File: src/rtl/lsu_mw.sv
// lsu_mw: memory/writeback-stage load/store unit.
// Runs the req/gnt/rvalid data-memory handshake and formats load results.
module lsu_mw #(
    parameter int TIMEOUT_CYCLES = 16
) (
    input  logic        clk,
    input  logic        rst,
    input  logic        mem_read_mw,
    input  logic        mem_write_mw,
    input  logic [2:0]  funct3_mw,
    input  logic [31:0] addr_mw,
    input  logic [31:0] wdata_mw,
    input  logic [4:0]  waddr_mw,
    output logic        dmem_req,
    output logic        dmem_we,
    output logic [31:0] dmem_addr,
    output logic [31:0] dmem_wdata,
    output logic [3:0]  dmem_strb,
    input  logic        dmem_gnt,
    input  logic        dmem_rvalid,
    input  logic [31:0] dmem_rdata,
    output logic        stall_mw,
    output logic        load_valid,
    output logic [31:0] load_data,
    output logic [4:0]  load_waddr,
    output logic        misaligned,
    output logic        bus_err
);
    localparam int CW = $clog2(TIMEOUT_CYCLES);

    typedef enum logic [1:0] {IDLE, REQ, WAIT, DONE} state_t;

    state_t        state;
    state_t        nxt;
    logic [CW-1:0] cnt;
    logic [1:0]    lane_q;
    logic [2:0]    f3_q;
    logic [4:0]    waddr_q;
    logic          op;
    logic          bad_f3;
    logic          bad_align;
    logic          go;
    logic          cpl;
    logic          tmo;
    logic          tmo_hit;
    logic [3:0]    strb_d;
    logic [31:0]   wdata_d;
    logic [31:0]   rsh;
    logic [31:0]   fmt;

    always_comb begin
        op        = mem_read_mw | mem_write_mw;
        bad_f3    = 1'b0;
        bad_align = 1'b0;
        strb_d    = 4'b0000;
        wdata_d   = wdata_mw;
        unique case (funct3_mw)
            3'b000: begin
                strb_d  = 4'b0001 << addr_mw[1:0];
                wdata_d = {4{wdata_mw[7:0]}};
            end
            3'b001: begin
                bad_align = addr_mw[0];
                strb_d    = 4'b0011 << addr_mw[1:0];
                wdata_d   = {2{wdata_mw[15:0]}};
            end
            3'b010: begin
                bad_align = |addr_mw[1:0];
                strb_d    = 4'b1111;
            end
            3'b100: bad_f3 = mem_write_mw;
            3'b101: begin
                bad_align = addr_mw[0];
                bad_f3    = mem_write_mw;
            end
            default: bad_f3 = 1'b1;
        endcase
        if (!mem_write_mw) strb_d = 4'b0000;
    end

    assign go      = op & ~bad_f3 & ~bad_align;
    assign tmo_hit = (cnt == CW'(TIMEOUT_CYCLES - 1));

    always_ff @(posedge clk) begin
        if (!rst) state <= IDLE;
        else      state <= nxt;
    end

    always_comb begin
        nxt = state;
        unique case (state)
            IDLE: if (go) nxt = REQ;
            REQ: begin
                if (cpl | tmo)   nxt = DONE;
                else if (dmem_gnt) nxt = WAIT;
            end
            WAIT: if (cpl | tmo) nxt = DONE;
            DONE: nxt = IDLE;
            default: nxt = IDLE;
        endcase
    end

    always_comb begin
        dmem_req   = (state == REQ);
        stall_mw   = 1'b0;
        misaligned = 1'b0;
        cpl        = 1'b0;
        tmo        = 1'b0;
        unique case (state)
            IDLE: begin
                stall_mw   = go;
                misaligned = op & ~go;
            end
            REQ: begin
                stall_mw = 1'b1;
                cpl      = dmem_gnt & dmem_rvalid;
                tmo      = tmo_hit & ~cpl;
            end
            WAIT: begin
                stall_mw = 1'b1;
                cpl      = dmem_rvalid;
                tmo      = tmo_hit & ~cpl;
            end
            default: ;
        endcase
    end

    always_comb begin
        rsh = dmem_rdata >> {lane_q, 3'b000};
        unique case (f3_q)
            3'b000:  fmt = {{24{rsh[7]}}, rsh[7:0]};
            3'b001:  fmt = {{16{rsh[15]}}, rsh[15:0]};
            3'b100:  fmt = {24'b0, rsh[7:0]};
            3'b101:  fmt = {16'b0, rsh[15:0]};
            default: fmt = rsh;
        endcase
    end

    always_ff @(posedge clk) begin
        if (!rst) begin
            cnt <= '0;
        end else if (state == IDLE) begin
            cnt <= '0;
        end else if (state == REQ || state == WAIT) begin
            cnt <= cnt + 1'b1;
        end
    end

    // Load data is formatted from rdata on the rvalid edge, shown in DONE.
    always_ff @(posedge clk) begin
        if (!rst) begin
            dmem_we    <= 1'b0;
            dmem_addr  <= '0;
            dmem_wdata <= '0;
            dmem_strb  <= '0;
            lane_q     <= '0;
            f3_q       <= '0;
            waddr_q    <= '0;
            load_valid <= 1'b0;
            load_data  <= '0;
            load_waddr <= '0;
            bus_err    <= 1'b0;
        end else begin
            load_valid <= 1'b0;
            bus_err    <= 1'b0;
            if (state == IDLE && go) begin
                dmem_we    <= mem_write_mw;
                dmem_addr  <= {addr_mw[31:2], 2'b00};
                dmem_wdata <= wdata_d;
                dmem_strb  <= strb_d;
                lane_q     <= addr_mw[1:0];
                f3_q       <= funct3_mw;
                waddr_q    <= waddr_mw;
            end
            if (cpl) begin
                if (!dmem_we) begin
                    load_valid <= 1'b1;
                    load_data  <= fmt;
                    load_waddr <= waddr_q;
                end
            end else if (tmo) begin
                bus_err   <= 1'b1;
                load_data <= '0;
            end
        end
    end
endmodule
File: config.mk
export PLATFORM = sky130hd
export DESIGN_NAME = lsu_mw
export DESIGN_NICKNAME = d
export VERILOG_FILES = /design/src/rtl/lsu_mw.sv
export SDC_FILE = /design/constraint.sdc
export NUM_CORES = 1
export LEC_CHECK = 0
export CAP_MARGIN = 20
export CORE_ASPECT_RATIO = 0.5
export CORE_MARGIN = 10
export CORE_UTILIZATION = 45
export DETAILED_ROUTE_END_ITERATION = 7
export PLACE_DENSITY = 0.92
export SYNTH_ARGS = -nofsm -noshare
export SYNTH_HDL_FRONTEND = slang
export SYNTH_SLANG_ARGS = --single-unit
File: constraint.sdc
create_clock -name clk -period 5.3 [get_ports clk]
set_clock_uncertainty 0.05 [all_clocks]
set_input_delay 1.06 -clock clk [delete_from_list [all_inputs] [get_ports clk]]
set_output_delay 1.06 -clock clk [all_outputs]
set_load 0.05 [all_outputs]
## Word-level counts from Yosys, hierarchy flattened

Index checks and enable logic that the tools add are counted.

- Register bits: 122
- Output and inout bits: 111
- Word-level logic and storage cells: 84

- $add $sub $neg: 1
- Eq/ne operators: 15
- Shifts and indexed selects: 3
- Mux-type cells: 20
- Bitwise logic cells: 15
- Reduce and logical (&&, ||, !) cells: 17

Operators by type and width:

| operator | number |
|---|---|
| case mux 32 bit (4 select lines) | 1 |
| two-way mux 32 bit | 3 |
| case mux 32 bit (2 select lines) | 1 |
| >> shifter 32 x 5 -> 32 bit | 1 |
| equality test 3 bit, second input constant | 4 |
| case mux 4 bit (3 select lines) | 1 |
| OR reduction 2 bit | 6 |
| case mux 1 bit (2 select lines) | 5 |
| two-way mux 2 bit | 4 |
| case mux 2 bit (4 select lines) | 1 |
| NOT 1 bit | 7 |
| bitwise AND 1 bit | 6 |
| equality test 3 x 1 -> 1 bit, second input constant | 2 |
| logical NOT 3 bit | 2 |
| != test 2 bit, second input constant | 3 |
| AND reduction 2 bit | 3 |
| adder 4 x 1 -> 4 bit, second input constant | 1 |
| equality test 2 bit, second input constant | 2 |
| equality test 4 bit, second input constant | 1 |
| two-way mux 4 bit | 1 |
| left shift 1 x 2 -> 4 bit, first input constant | 1 |
| left shift 2 x 2 -> 4 bit, first input constant | 1 |
| equality test 3 x 2 -> 1 bit, second input constant | 1 |
| two-way mux 1 bit | 3 |
| other kinds (9) | 10 |

## Longest topological paths before layout

Gate-level depths: netlist of run 1.

- Depth after elaboration: 9
- Mapped depth: 10
- Mapped depth without buffers: 7

## Least setup slack after synthesis of run 1

OpenSTA, ideal clock, no wires.

- Kind: input to output
- Start point: input port funct3_mw[0]
- End point: output port stall_mw
- Arrival time: 2.889 ns
- Required time: 4.190 ns
- Path slack: 1.301 ns
- Stages on the path: 8
- Buffers on the path: 3
- Cells stage by stage: clkbuf_1 -> nor2_1 -> o2111ai_1 -> a21boi_1 -> buf_2 -> buf_2 -> nor2_1 -> nor2_1

- Cells in the longest elaborated chain, start to end: 7

RTL lines:

| element | RTL line | text |
|---|---|---|
| from (decl) | 10 | `input logic [2:0] funct3_mw,` |
| equality test 3 x 1 -> 1 bit, or another cell as far along | 57 | `unique case (funct3_mw)` |
| OR reduction 3 bit (no line) / OR reduction 2 bit (equally long branches) | n/a |  |
| case mux 1 bit (2 select lines) | 57 |  |
| NOT 1 bit | 81 | `assign go = op & ~bad_f3 & ~bad_align;` |
| bitwise AND 1 bit | 81 |  |
| bitwise AND 1 bit * | 81 |  |
| case mux 1 bit (2 select lines) * | 109 | `unique case (state)` |
| to (decl) | 22 | `output logic stall_mw,` |

Mark *: on every way between the ends. The rest lies on a longest branch, timed or not.

## Worst setup path after layout of run 1

- Start point: input port funct3_mw[2]
- End point: output port misaligned

- Cells in the longest elaborated chain, start to end: 9

RTL lines:

| element | RTL line | text |
|---|---|---|
| equality test 3 x 1 -> 1 bit, or another cell as far along | 57 |  |
| OR reduction 3 bit (no line) / OR reduction 2 bit (equally long branches) | n/a |  |
| case mux 1 bit (2 select lines) | 57 |  |
| NOT 1 bit | 81 |  |
| bitwise AND 1 bit | 81 |  |
| bitwise AND 1 bit * | 81 |  |
| NOT 1 bit * | 112 | `misaligned = op & ~go;` |
| bitwise AND 1 bit * | 112 |  |
| two-way mux 1 bit * | 109 |  |
| to (decl) | 26 | `output logic misaligned,` |

Marks and branches as above.

==> results of run 1 <==
## worst paths after layout
check | startpoint | end | slack [ps] | cells past startpoint
max | funct3_mw[2] | misaligned | 750 | 6
min | dmem_addr[6] | dmem_addr[6] | 400 | 2
max reg2reg | lane_q[1] | load_data[22] | 2140 | 5
min reg2reg | dmem_addr[6] | dmem_addr[6] | 400 | 2
## flip-flops by register name (all words and copies together) (netlist names)
name        cells
f3_q            3
dmem_addr      30
dmem_strb       4
state           2
load_data      32
waddr_q         5
bus_err         1
dmem_we         1
dmem_wdata     32
load_valid      1
load_waddr      5
cnt             4
lane_q          2
## per-stage QoR
step / utilization / worst slack [ps] / total power, mW
finish: 0.7219 / 745.1 / 3.271
CTS: 0.7219 / 770.4 / 3.281
global route: 0.7219 / 608.9 / 3.386
global placement: 0.6668 / 855.4 / 2.021
detailed placement: 0.6668 / 796.0 / 2.043
floorplan: - / 1301 / 1.701
## power by group
part | switching, mW | total, mW | internal, mW
clock network | 0.412 | 1.23 | 0.817
logic | 0.626 | 0.975 | 0.349
registers | 0.0606 | 1.07 | 1.01
## final cells by class
type	count	area [um2]
fill	819	3109
multi-input combinational	442	2552
sequential	122	2442
timing repair buffer	227	2247
clock buffer	22	474.2
tap	159	198.9
clock inverter	8	142.6
inverter	4	15.01
## cell usage after synthesis (2+ instances only)
cell	count	area, um2
sky130_fd_sc_hd__mux2i_1	38	380.4
sky130_fd_sc_hd__inv_1	3	11.26
sky130_fd_sc_hd__nand2_1	152	570.6
sky130_fd_sc_hd__buf_4	4	30.03
sky130_fd_sc_hd__a311oi_1	8	70.07
sky130_fd_sc_hd__dfxtp_1	122	2442
sky130_fd_sc_hd__buf_2	9	45.04
sky130_fd_sc_hd__buf_6	3	33.78
sky130_fd_sc_hd__a221o_1	16	160.2
sky130_fd_sc_hd__o31ai_1	2	15.01
sky130_fd_sc_hd__o211ai_1	10	75.07
sky130_fd_sc_hd__buf_1	2	7.510
sky130_fd_sc_hd__xor2_1	2	17.52
sky130_fd_sc_hd__mux2_2	9	101.4
sky130_fd_sc_hd__nor3_2	2	20.02
sky130_fd_sc_hd__ha_1	5	62.56
sky130_fd_sc_hd__nor3_1	3	15.01
sky130_fd_sc_hd__nor2b_1	5	31.28
sky130_fd_sc_hd__a21boi_0	2	15.01
sky130_fd_sc_hd__nand4_1	2	12.51
sky130_fd_sc_hd__clkbuf_1	33	123.9
sky130_fd_sc_hd__nor2_1	41	153.9
sky130_fd_sc_hd__a211oi_1	8	60.06
sky130_fd_sc_hd__a21oi_1	79	395.4
sky130_fd_sc_hd__o21ai_0	34	170.2
sky130_fd_sc_hd__nand3_1	2	10.01
## layer usage
metal / vias up / global-route usage / routed length [um]
met4: 0 / 0.1062 / 579
li1: 2527 / - / -
met1: 2536 / 0.2342 / 7360
met5: - / 0 / 0
met3: 48 / 0.04573 / 1179
met2: 212 / 0.3987 / 9803
## cell families after synthesis
kind of cell | share of synthesized area
fa+ha+maj | 0.01196
flops | 0.4670
compound gates | 0.2055
buf+inv | 0.04880
mux | 0.09210
simple gates | 0.1689
other cells | 0.0007170
xor+xnor | 0.005025
## worst reg2reg max path, cell delays in order (launching register included)
cell and delay (ps):
sky130_fd_sc_hd__dfxtp_1 930, sky130_fd_sc_hd__nor2b_1 670, sky130_fd_sc_hd__o2bb2ai_1 220, sky130_fd_sc_hd__nand2_1 130
sky130_fd_sc_hd__a2111oi_4 880, sky130_fd_sc_hd__a221o_1 230
==> metrics.md, run 1 <==
| Metric | Value |
|---|---|
| Critical path peak fanout | 13 |
| Arr. time, crit path | 3440 ps |
| Source-to-sink clock delay at the later pin of the worst-skew pair | 400 ps |
| Synth unique cells | 48 |
| Commonest cells after routing, fill and taps aside | sky130_fd_sc_hd__clkdlybuf4s50_1, sky130_fd_sc_hd__nand2_1, sky130_fd_sc_hd__dfxtp_1 |
| Peak ir drop on the vdd network | 0.0002329 V |
| Static leakage | 2.853 nW |
| RSZ-0062 raised after global routing | false |
| CP required | 4190 ps |
| Post-route setup TNS | 0 ps |
| Final Max Slew Viols | 0 |
| Top cell family by delay on the critical path | buffers and inverters |
| First drt pass iteration count | 5 |
| Buffer and inverter count on the worst path | 3 |
| Layout area overhead | 54.35% |
| Most used cell, CP | sky130_fd_sc_hd__clkdlybuf4s50_1 |
| Max_slew headroom | 0.3380 |
| Cell with the largest stage delay on the worst path | sky130_fd_sc_hd__clkdlybuf4s50_1 |
| Max-Cap Viols | 0 |
| Cells after Synth | 618 |
| Post-placement cell count | 954 |
| Final worst-path cycle share | 0.8594 |
| Total track usage | 0.2157 |
| Worst-Margin Slew | 993.0 ps |
| Flip-flop cell with the highest count after synthesis | sky130_fd_sc_hd__dfxtp_1 |
| Clock-pin slew reported for the worst setup and hold paths after clock tree synthesis | 50 ps |
| Count of H-tree levels built during CTS | 4 |
| Number of setup violations in the final report | 0 |
| Global-route wire length before repair | 28410 um |
| Antenna violation net count after detailed routing | 0 |
| Number of global-route vias before repair | 5375 |
| Worst path max stage delay | 820 ps |
| Number of rows created at floorplan | 27 |
| Pwr per Cell Area | 405.2 nW/um2 |
| Maximum number of pins on one net before global-route repair | 94 |
| Placed Area | 7456 um2 |
| Num ports | 221 |
| Clock buffer depth | 2 |
| Flop and latch count out of synthesis | 122 |
| Number of antenna violations at the first check in global routing | 0 |
| Post-Syn Area per Cell | 8.463 um2 |
| Leading cell type in the layout, fill and taps excluded | sky130_fd_sc_hd__clkdlybuf4s50_1 |
| Clock period minus worst slack | 4555 ps |
| Inserted Clock Buffers | 17 |
| Total half-perimeter wirelength after legalization and detailed placement | 13280 um |
| Core area | 11180 um2 |
| Number of enable flip-flop cells after synthesis | 0 |
| Total inserted antenna cells | 0 |
| Async set-reset flop share out of synthesis | 0 |
| Non-filler instance count after layout | 984 |
| Crit. End Element | output pin |
| Die Ht | 96.23 um |
| Starting DRC count in detailed routing | 450 |
| Remaining routing DRC violations | 0 |
| Proportion of layout cells with a drive suffix above 1 | 0.07030 |
| Die area | 16600 um2 |
| Final worst hold slack | 401.2 ps |
| Sum of routed wire length over all layers | 18920 um |
| Clock tree from TritonCTS | done |
| Total number of vias | 5323 |
| Number of failing hold endpoints at the final stage | 0 |
| Number of buffer cells added on primary ports | 218 |
| Quantity of gates resized following cts | 0 |
| CP Cell Sequence | clkdlybuf4s50_1 > buf_4 > nor2b_1 > o21ai_0 > o2111a_1 > clkdlybuf4s50_1 |
| Start-to-end type of the worst setup path | in -> out |
| Yosys warns | 0 |
| Final RePlAce weighted congestion | 0.9230 |
| Root buffer selected by CTS | sky130_fd_sc_hd__clkbuf_16 |
| Worst Hold Class | reg -> reg |
| Die width | 172.5 um |
| Fraction of the yosys area taken by sequential cells | 0.4670 |
| Number of sinks handled by clock tree synthesis | 122 |
| Highest clock rate | 219.5 MHz |
| CTS Hold Bufs | 0 |
| Via density | 5.410 |
| Fin nets | 929 |
| Post-CTS setup-driven buffer insertion count | 0 |
| Final instance area | 8073 um2 |
| Detail-routed net length per standard cell | 19.23 um |
| Total standard cell area after synthesis | 5230 um2 |
| Effective utilization at floorplan | 0.4677 |
| Congestion Overflow GR | 0 |
| Element type at the critical path start | input port |
| Status | finished, final reports clean |
Power figures use the tool's default switching activity.
==> run 2, diff against run 1 <==
GPL_TIMING_DRIVEN = 1   (was default)
==> results of run 2 <==
Same layout as run 1: the final DEF is identical, and so are final timing and power.
